<file path="src/rtl/uart_tx_fifo.sv">
// UART transmitter with an internal word FIFO, runtime baud divisor,
// selectable parity (none/even/odd) and one or two stop bits.
module uart_tx_fifo #(
    parameter int DATA_WIDTH = 8,
    parameter int FIFO_DEPTH = 4,
    parameter int DIV_WIDTH  = 16
) (
    input  logic                                 clk,
    input  logic                                 rstn,
    input  logic                                 in_valid,
    output logic                                 in_ready,
    input  logic [DATA_WIDTH-1:0]                in_data,
    input  logic [DIV_WIDTH-1:0]                 cfg_div,
    input  logic [1:0]                           cfg_parity,
    input  logic                                 cfg_stop2,
    output logic                                 tx_sig,
    output logic                                 busy,
    output logic [$clog2(FIFO_DEPTH+1)-1:0]      fifo_level
);

    localparam int LW = $clog2(FIFO_DEPTH + 1);
    localparam int PW = $clog2(FIFO_DEPTH);
    localparam int BW = $clog2(DATA_WIDTH);

    typedef enum logic [2:0] {
        S_IDLE,
        S_START,
        S_DATA,
        S_PARITY,
        S_STOP
    } state_t;

    state_t                 state;
    logic [DATA_WIDTH-1:0]  mem [FIFO_DEPTH];
    logic [PW-1:0]          wr_ptr;
    logic [PW-1:0]          rd_ptr;
    logic [DATA_WIDTH-1:0]  shreg;
    logic [DIV_WIDTH-1:0]   timer;
    logic [DIV_WIDTH-1:0]   div_q;
    logic [DIV_WIDTH-1:0]   div_clamped;
    logic [BW-1:0]          bit_cnt;
    logic                   par_en;
    logic                   par_bit;
    logic                   stop2_q;
    logic                   stop_second;
    logic                   push;
    logic                   pop;
    logic                   fifo_empty;
    logic                   bit_end;
    logic                   stop_done;

    // Ready is decoded from the level register only, never from a same-cycle pop.
    assign in_ready    = (fifo_level != LW'(FIFO_DEPTH));
    assign push        = in_valid && in_ready;
    assign fifo_empty  = (fifo_level == '0);
    assign bit_end     = (timer == '0);
    assign stop_done   = (state == S_STOP) && bit_end && (!stop2_q || stop_second);
    assign pop         = !fifo_empty && ((state == S_IDLE) || stop_done);
    assign div_clamped = (cfg_div < DIV_WIDTH'(2)) ? DIV_WIDTH'(2) : cfg_div;

    always_ff @(posedge clk) begin
        if (push) begin
            mem[wr_ptr] <= in_data;
        end
    end

    // Depth is a power of two, so the pointers wrap naturally.
    always_ff @(posedge clk or negedge rstn) begin
        if (!rstn) begin
            wr_ptr     <= '0;
            rd_ptr     <= '0;
            fifo_level <= '0;
        end else begin
            if (push) begin
                wr_ptr <= wr_ptr + 1'b1;
            end
            if (pop) begin
                rd_ptr <= rd_ptr + 1'b1;
            end
            case ({push, pop})
                2'b10:   fifo_level <= fifo_level + 1'b1;
                2'b01:   fifo_level <= fifo_level - 1'b1;
                default: fifo_level <= fifo_level;
            endcase
        end
    end

    always_ff @(posedge clk or negedge rstn) begin
        if (!rstn) begin
            state       <= S_IDLE;
            tx_sig      <= 1'b1;
            busy        <= 1'b0;
            shreg       <= '0;
            timer       <= '0;
            div_q       <= '0;
            bit_cnt     <= '0;
            par_en      <= 1'b0;
            par_bit     <= 1'b0;
            stop2_q     <= 1'b0;
            stop_second <= 1'b0;
        end else if (pop) begin
            // Frame start from IDLE or straight out of the last stop cycle.
            state       <= S_START;
            shreg       <= mem[rd_ptr];
            par_bit     <= (^mem[rd_ptr]) ^ (cfg_parity == 2'b10);
            par_en      <= (cfg_parity == 2'b01) || (cfg_parity == 2'b10);
            stop2_q     <= cfg_stop2;
            div_q       <= div_clamped;
            timer       <= div_clamped - 1'b1;
            bit_cnt     <= '0;
            stop_second <= 1'b0;
            tx_sig      <= 1'b0;
            busy        <= 1'b1;
        end else begin
            case (state)
                S_IDLE: begin
                    tx_sig <= 1'b1;
                    busy   <= 1'b0;
                end
                S_START: begin
                    if (bit_end) begin
                        state   <= S_DATA;
                        timer   <= div_q - 1'b1;
                        bit_cnt <= '0;
                        tx_sig  <= shreg[0];
                    end else begin
                        timer <= timer - 1'b1;
                    end
                end
                S_DATA: begin
                    if (bit_end) begin
                        timer <= div_q - 1'b1;
                        if (bit_cnt == BW'(DATA_WIDTH - 1)) begin
                            if (par_en) begin
                                state  <= S_PARITY;
                                tx_sig <= par_bit;
                            end else begin
                                state       <= S_STOP;
                                stop_second <= 1'b0;
                                tx_sig      <= 1'b1;
                            end
                        end else begin
                            bit_cnt <= bit_cnt + 1'b1;
                            shreg   <= shreg >> 1;
                            tx_sig  <= shreg[1];
                        end
                    end else begin
                        timer <= timer - 1'b1;
                    end
                end
                S_PARITY: begin
                    if (bit_end) begin
                        state       <= S_STOP;
                        timer       <= div_q - 1'b1;
                        stop_second <= 1'b0;
                        tx_sig      <= 1'b1;
                    end else begin
                        timer <= timer - 1'b1;
                    end
                end
                S_STOP: begin
                    if (stop_done) begin
                        state  <= S_IDLE;
                        busy   <= 1'b0;
                        tx_sig <= 1'b1;
                    end else if (bit_end) begin
                        stop_second <= 1'b1;
                        timer       <= div_q - 1'b1;
                    end else begin
                        timer <= timer - 1'b1;
                    end
                end
                default: begin
                    state  <= S_IDLE;
                    busy   <= 1'b0;
                    tx_sig <= 1'b1;
                end
            endcase
        end
    end

endmodule

</file>
<file path="config.mk">
export PLATFORM = sky130hd
export DESIGN_NAME = uart_tx_fifo
export DESIGN_NICKNAME = d
export VERILOG_FILES = /design/src/rtl/uart_tx_fifo.sv
export SDC_FILE = /design/constraint.sdc
export NUM_CORES = 1
export LEC_CHECK = 0
export ABC_CLOCK_PERIOD_IN_PS = 8400
export BUFFER_PORTS_ARGS = -buffer_cell sky130_fd_sc_hd__buf_4
export CAP_MARGIN = 20
export CORE_MARGIN = 1
export CORE_UTILIZATION = 60
export DETAILED_ROUTE_END_ITERATION = 8
export PLACE_DENSITY = 0.81
export SLEW_MARGIN = 20
export SYNTH_ARGS = -nofsm -noshare
export SYNTH_HDL_FRONTEND = slang
export SYNTH_SLANG_ARGS = --single-unit
</file>
<file path="constraint.sdc">
create_clock -name clk -period 8.4 [get_ports clk]
set_input_delay 0.84 -clock clk [delete_from_list [all_inputs] [get_ports clk]]
set_output_delay 0.84 -clock clk [all_outputs]
set_load 0.02 [all_outputs]
</file>
==> results of run 1 <==
path summary, 6_finish.rpt:
check	from	to	slack, ps	cells after the start
worst max-delay path	timer[3]$_DFFE_PN0P_	timer[10]$_DFFE_PN0P_	4260	13
max in group asynchronous	rstn	shreg[2]$_DFFE_PN0P_	7340	1
min in group asynchronous	rstn	stop2_q$_DFFE_PN0P_	520	1
worst min register to register	div_q[5]$_DFFE_PN0P_	div_q[5]$_DFFE_PN0P_	480	2
worst min-delay path	div_q[5]$_DFFE_PN0P_	div_q[5]$_DFFE_PN0P_	480	2
worst max register to register	timer[3]$_DFFE_PN0P_	timer[10]$_DFFE_PN0P_	4260	13
worst max-delay path, delay by kind of cell (launching register included):
kind	cells	cell delay (ps)
muxes	1	330
AOI/OAI and AO/OA	4	730
and+or+nand+nor	4	1580
buffers and inverters	2	350
adders and majority gates	1	330
DFF	1	500
xor gates and xnor gates	1	180
stage by stage:
stage                     std cells  cell area [sq um]
after global placement          614               5310
after CTS                       630               5540
final                           630               5540
after detailed placement        614               5310
after floorplan                 495               5020
after global routing            630               5540
flip-flops by register name (all words and copies together) (netlist names), 2 cells and up:
name and flops:
bit_cnt 3, div_q 16, fifo_level 3, mem 32
rd_ptr 2, shreg 8, state 3, timer 16
wr_ptr 2
kinds of logic (layout without fill, tap and decap cells):
family          count (synthesis)  in the layout
fa+ha+maj                      10             10
buf+inv                        36             66
xor+xnor                       21             21
simple gates                  202            202
mux                            25             25
flops                          91             91
compound gates                110            110
layout make-up:
| type | instances | area [sq um] | area share |
|---|---|---|---|
| Sequential cell | 91 | 2440 | 0.440 |
| Multi-Input combinational cell | 368 | 2410 | 0.435 |
| Timing Repair Buffer | 37 | 278 | 0.0501 |
| Clock buffer | 10 | 138 | 0.0248 |
| Tap cell | 105 | 131 | 0.0237 |
| Clock inverter | 6 | 96.3 | 0.0174 |
| Inverter | 13 | 48.8 | 0.00880 |
cells in the final DEF (no fill, tap or decap), types with 7 or more instances in the layout:
master    synthesis  final
or3_1             7      7
inv_1            12     12
nand3_1          13     13
nand2_1          80     80
buf_4             2     37
mux2i_1          12     12
nor2_1           36     36
edfxtp_1         32     32
and3_1            7      7
ha_1              9      9
mux4_2            8      8
nand2b_1          7      7
a21oi_1          20     20
xnor2_1          15     15
o21ai_0          31     31
nor3_1           14     14
clkbuf_8          0     10
dfrtp_1          58     58
a31oi_1           8      8
power breakdown:
group | switching [mW] | internal [mW] | total, mW
registers | 0.0634 | 0.537 | 0.601
logic | 0.182 | 0.140 | 0.322
clock network | 0.169 | 0.180 | 0.349
per-layer routing:
layer  up-vias  GRT usage
met5         -          0
met4         0      0.127
met3        27     0.0309
met2       152      0.454
met1      1939      0.365
li1       1859          -
==> metrics.txt, run 1 <==
clk_lat worst skew=between 300 and 400 ps; setup bufs post-CTS=0; M1 wire length=roughly 5000 microns; Place WS=roughly 4300 ps; core area=between 0.008 and 0.009 sq mm; nets=560; largest net degree at the start of global routing=60; share of cells above drive strength 1=0.158; CTS buffer count=9; dominant cell type by area after synthesis=dfrtp_1; top cells by area, synth=dfrtp_1 (29%), edfxtp_1 (19%), nand2_1 (6.0%), mux4_2 (3.6%), o21ai_0 (3.1%); first-pass GRT wire length=between 15000 and 20000 microns; Post-synth EDFFs=32; Final Util=0.678; clk root buf=clkbuf_8; final setup fails=0; TritonRoute pass-1 iters=5; CP endpoint kind=flip-flop; vias=between 3k and 4k; number of DRC markers in iteration 0=between 400 and 500; Initial Util=0.614; Synth Area in XOR/XNOR=0.0366; CTS tree=done; Area Growth Syn to Fin=10.4%; Placer Congestion=between 0.9 and 1; Final Cycle Share=0.492; Seq/Total Area, Yosys=0.485; CTS sink count=91; Hold Fails Final Rpt=0; Slew headroom=0.289; DIE WIDTH=a little over 90 microns; Period minus WS final=4140 ps; worst hold slack=~480 ps; Yosys top cell area share=0.289; Site Rows=33; Crit Path Max Fanout=14; hpwl dp=between 7000 and 8000 microns; Slew @ Worst Pin=approximately 1100 ps; Data arrival, critical path=around 4400 ps; mux cell area share after synthesis=0.0710; Distinct cells, synth=74; initial antenna violation count=0; met2 wire length=5460 microns; DR top layer=met4; I/O Pins=36; worst setup margin=4260 ps; DRC violations left=0; syn_nets=about 540; Antenna Violating Nets Remaining=0; fraction of the mapped netlist area in adder cells=0.0264; crit-path cells=or4_4 -> nor4_4 -> a31oi_4 -> clkinv_1 -> nand2_1 -> o32ai_1 -> ha_1 -> inv_1 -> or3_1 -> mux2_2 -> a221oi_1 -> xnor2_1 -> o21ai_1; outcome=complete, no violations; Die Area=0.00874 sq mm; largest family of logic cells by synthesized area=simple AND/OR/NAND/NOR gates; # diodes=0; PortBufs=35; fmax=between 200 and 250 MHz; most frequent cell after synthesis=nand2_1; final setup TNS=0 ps; DR WL/cell=17.8 microns; compound-gate portion of the synthesized area=0.149; CP Launch Type=flip-flop; FILL cells=623; synthesized cell area=between 0.005 and 0.006 sq mm; gr ovfl total=0; Mean Syn Cell Area=~10 sq um; Clock Skew=roughly 15 ps; H-Tree Level Count=3; Die H=between 90 and 100 microns; Hold WC Path Type=flip-flop to flip-flop; Syn Inst Count=a little under 500; hold buffers post-CTS=0; max-slew violation count=0; Main synth FF type=dfrtp_1; Met3 Routed Length=587 microns; CP required=8630 ps; vias per cell=6.31; asr flop ratio synth=0.648; number of global-route vias before repair=about 3.8k; worst setup path class=flip-flop to flip-flop; Post-Synth Simple-Gate Area=0.197; Final Routed Wirelength=~11000 microns; VDD IR max=around 170 uV; Final Power=around 1.3 mW; GRT Util Overall=0.275; Max Cap Violations=0; Lkg Pwr=2.22 nW; RSZ-0062 raised after global routing=no; Crit-path slowest cell=nor4_4; Reg clk slew, reported paths=roughly 90 ps; PwrDens=about 230 mW/mm^2; clk buf depth=2; synthesized flop and latch total=91; CTS resizes=0; slowest stage delay, CP=just under 600 ps; Yosys warning total=0; Commonest cells post-synth=nand2_1 (80), dfrtp_1 (58), nor2_1 (36)
(Power assumes the default switching activity.)
==> run 2, diff against run 1 <==
--- a/config.mk
+++ b/config.mk
@@ -5,7 +5,7 @@
 export SDC_FILE = /design/constraint.sdc
 export NUM_CORES = 1
 export LEC_CHECK = 0
-export ABC_CLOCK_PERIOD_IN_PS = 8400
+export ABC_CLOCK_PERIOD_IN_PS = 4100
 export BUFFER_PORTS_ARGS = -buffer_cell sky130_fd_sc_hd__buf_4
 export CAP_MARGIN = 20
 export CORE_MARGIN = 1
==> constraint.sdc (replaced) <==
create_clock -name clk -period 4.1 [get_ports clk]
set_input_delay 0.41 -clock clk [delete_from_list [all_inputs] [get_ports clk]]
set_output_delay 0.41 -clock clk [all_outputs]
set_load 0.02 [all_outputs]
==> run 2 against run 1 <==
Combinational power increased by 110%; cell area decreased by 0.38%; sequential cell count unchanged; clock power increased by 61%; sequential power increased by 100%; largest cell class unchanged; utilization decreased by 0.26 points; total power increased by 94%; first-iteration DRC count increased by 0.73%; global-route usage increased by 0.25 points; non-clock buffer count increased by 5; largest power group unchanged; worst setup slack got worse by 3700 ps.
==> metrics.txt, run 2 (synthesized netlist as in run 1, its figures left out) <==
Reg clk slew, reported paths=around 100 ps; Clock Skew=roughly 12 ps; PwrDens=446 mW/mm^2; TritonRoute pass-1 iters=7; hold buffers post-CTS=0; worst reg2reg setup slack=approximately 540 ps; slowest stage delay, CP=around 440 ps; Initial Util=0.614; number of global-route vias before repair=~3.9k; clk buf depth=2; vias per cell=~6.2; clk root buf=clkbuf_8; crit-path cells=nor3_1 -> nor3_1 -> a31oi_4 -> clkinv_1 -> o32ai_1 -> ha_1 -> inv_1 -> or3_1 -> mux2_2 -> a221oi_1 -> xor2_1 -> o21ai_0; CP endpoint kind=flip-flop; Worst R2R Start=fifo_level[2]$_DFFE_PN0P_; DRC violations left=0; nets=565; Placer Congestion=about 0.91; number of DRC markers in iteration 0=roughly 420; Critical path origin=fifo_level[2]$_DFFE_PN0P_; PortBufs=35; core area=roughly 0.0082 sq mm; commonest non-fill, non-tap cell in the layout=nand2_1; commonest cells after routing, fill and taps aside=nand2_1 (80), dfrtp_1 (58), buf_4 (42); Final Routed Wirelength=11100 microns; most frequent CP cell=nor3_1; gr ovfl total=0; share of cells above drive strength 1=0.162; H-Tree Level Count=3; Slew headroom=0.502; Period minus WS final=3560 ps; Area Growth Syn to Fin=9.94%; # diodes=0; CTS buffer count=9; Final Power=about 2.5 mW; clk_lat worst skew=between 300 and 400 ps; CP top delay family=compound AO/OA/AOI/OAI gates; DR WL/cell=17.5 microns; GRT Util Overall=0.277; Final Cycle Share=0.869; fmax=roughly 280 MHz; Hold WC Path Type=input pin to asynchronous set/reset pin; Max Cap Violations=0; max FFs per register=32; hpwl dp=between 7000 and 8000 microns; Die Area=0.00874 sq mm; RR Endpoint=timer[12]$_DFFE_PN0P_; initial antenna violation count=0; CTS resizes=0; final setup TNS=0 ps; Slew @ Worst Pin=approximately 750 ps; Data arrival, critical path=between 3000 and 4000 ps; buffers plus inverters on the worst setup path=2; VDD IR max=267 uV; outcome=complete, no violations; final setup fails=0; Crit-path slowest cell=dfrtp_1; Hold Fails Final Rpt=0; Largest regs=mem: 32 flops, div_q: 16 flops, timer: 16 flops; RSZ-0062 raised after global routing=no; Crit Path Max Fanout=8; CP Launch Type=flip-flop; Reg with most FFs=mem; cell depth of the worst flop-to-flop path=12; setup bufs post-CTS=0; Site Rows=33; Die H=~94 microns; vias=just under 4k; CTS tree=done; CTS sink count=91; Antenna Violating Nets Remaining=0; max-slew violation count=0; first-pass GRT wire length=about 19000 microns; worst setup path class=flip-flop to flip-flop; Final Util=0.676; DIE WIDTH=93.5 microns; I/O Pins=36; Lkg Pwr=about 2.2 nW; largest net degree at the start of global routing=60; CP required=4340 ps
-- run 2: how the worst max path moves through the flow --
stage,cells past startpoint,end,slack [ps]
2_1_floorplan,17,timer[12]$_DFFE_PN0P_,170
3_3_place_gp,12,timer[12]$_DFFE_PN0P_,730
3_5_place_dp,12,timer[12]$_DFFE_PN0P_,630
4_1_cts,12,timer[12]$_DFFE_PN0P_,570
5_1_grt,12,timer[12]$_DFFE_PN0P_,350
6_report,12,timer[12]$_DFFE_PN0P_,540
-- run 2: metal layers --
metal / routed length, microns / track usage / up-vias / share of wire
li1: - / - / 1860 / -
met1: 4690 / 0.368 / 1902 / 0.42
met2: 5510 / 0.458 / 175 / 0.49
met3: 657 / 0.0374 / 26 / 0.059
met4: 275 / 0.121 / 0 / 0.025
met5: 0 / 0 / - / 0
-- run 2: area by class of cell --
type | instances | area (sq um)
sequential | 91 | 2440
multi-input combinational | 368 | 2410
clock buffer | 9 | 124
inverter | 13 | 48.8
fill | 617 | 2650
tap | 105 | 131
clock inverter | 7 | 51.3
timing repair buffer | 42 | 315
-- run 2: where the power goes --
part           internal [mW]  switching [mW]  total [mW]  leakage, nW
Combinational          0.298           0.374       0.672         1.14
Clock                  0.224           0.337       0.561       0.0828
Sequential              1.10           0.131        1.23        0.986
Total                   1.62           0.843        2.47         2.21
-- run 2: metrics by stage --
stage	std cells	area (sq um)	hold slack [ps]	worst slack, ps
floorplan	495	5020	114	174
global placement	619	5350	446	734
detailed placement	619	5350	470	627
CTS	635	5520	136	575
global route	635	5520	177	346
finish	635	5520	106	537
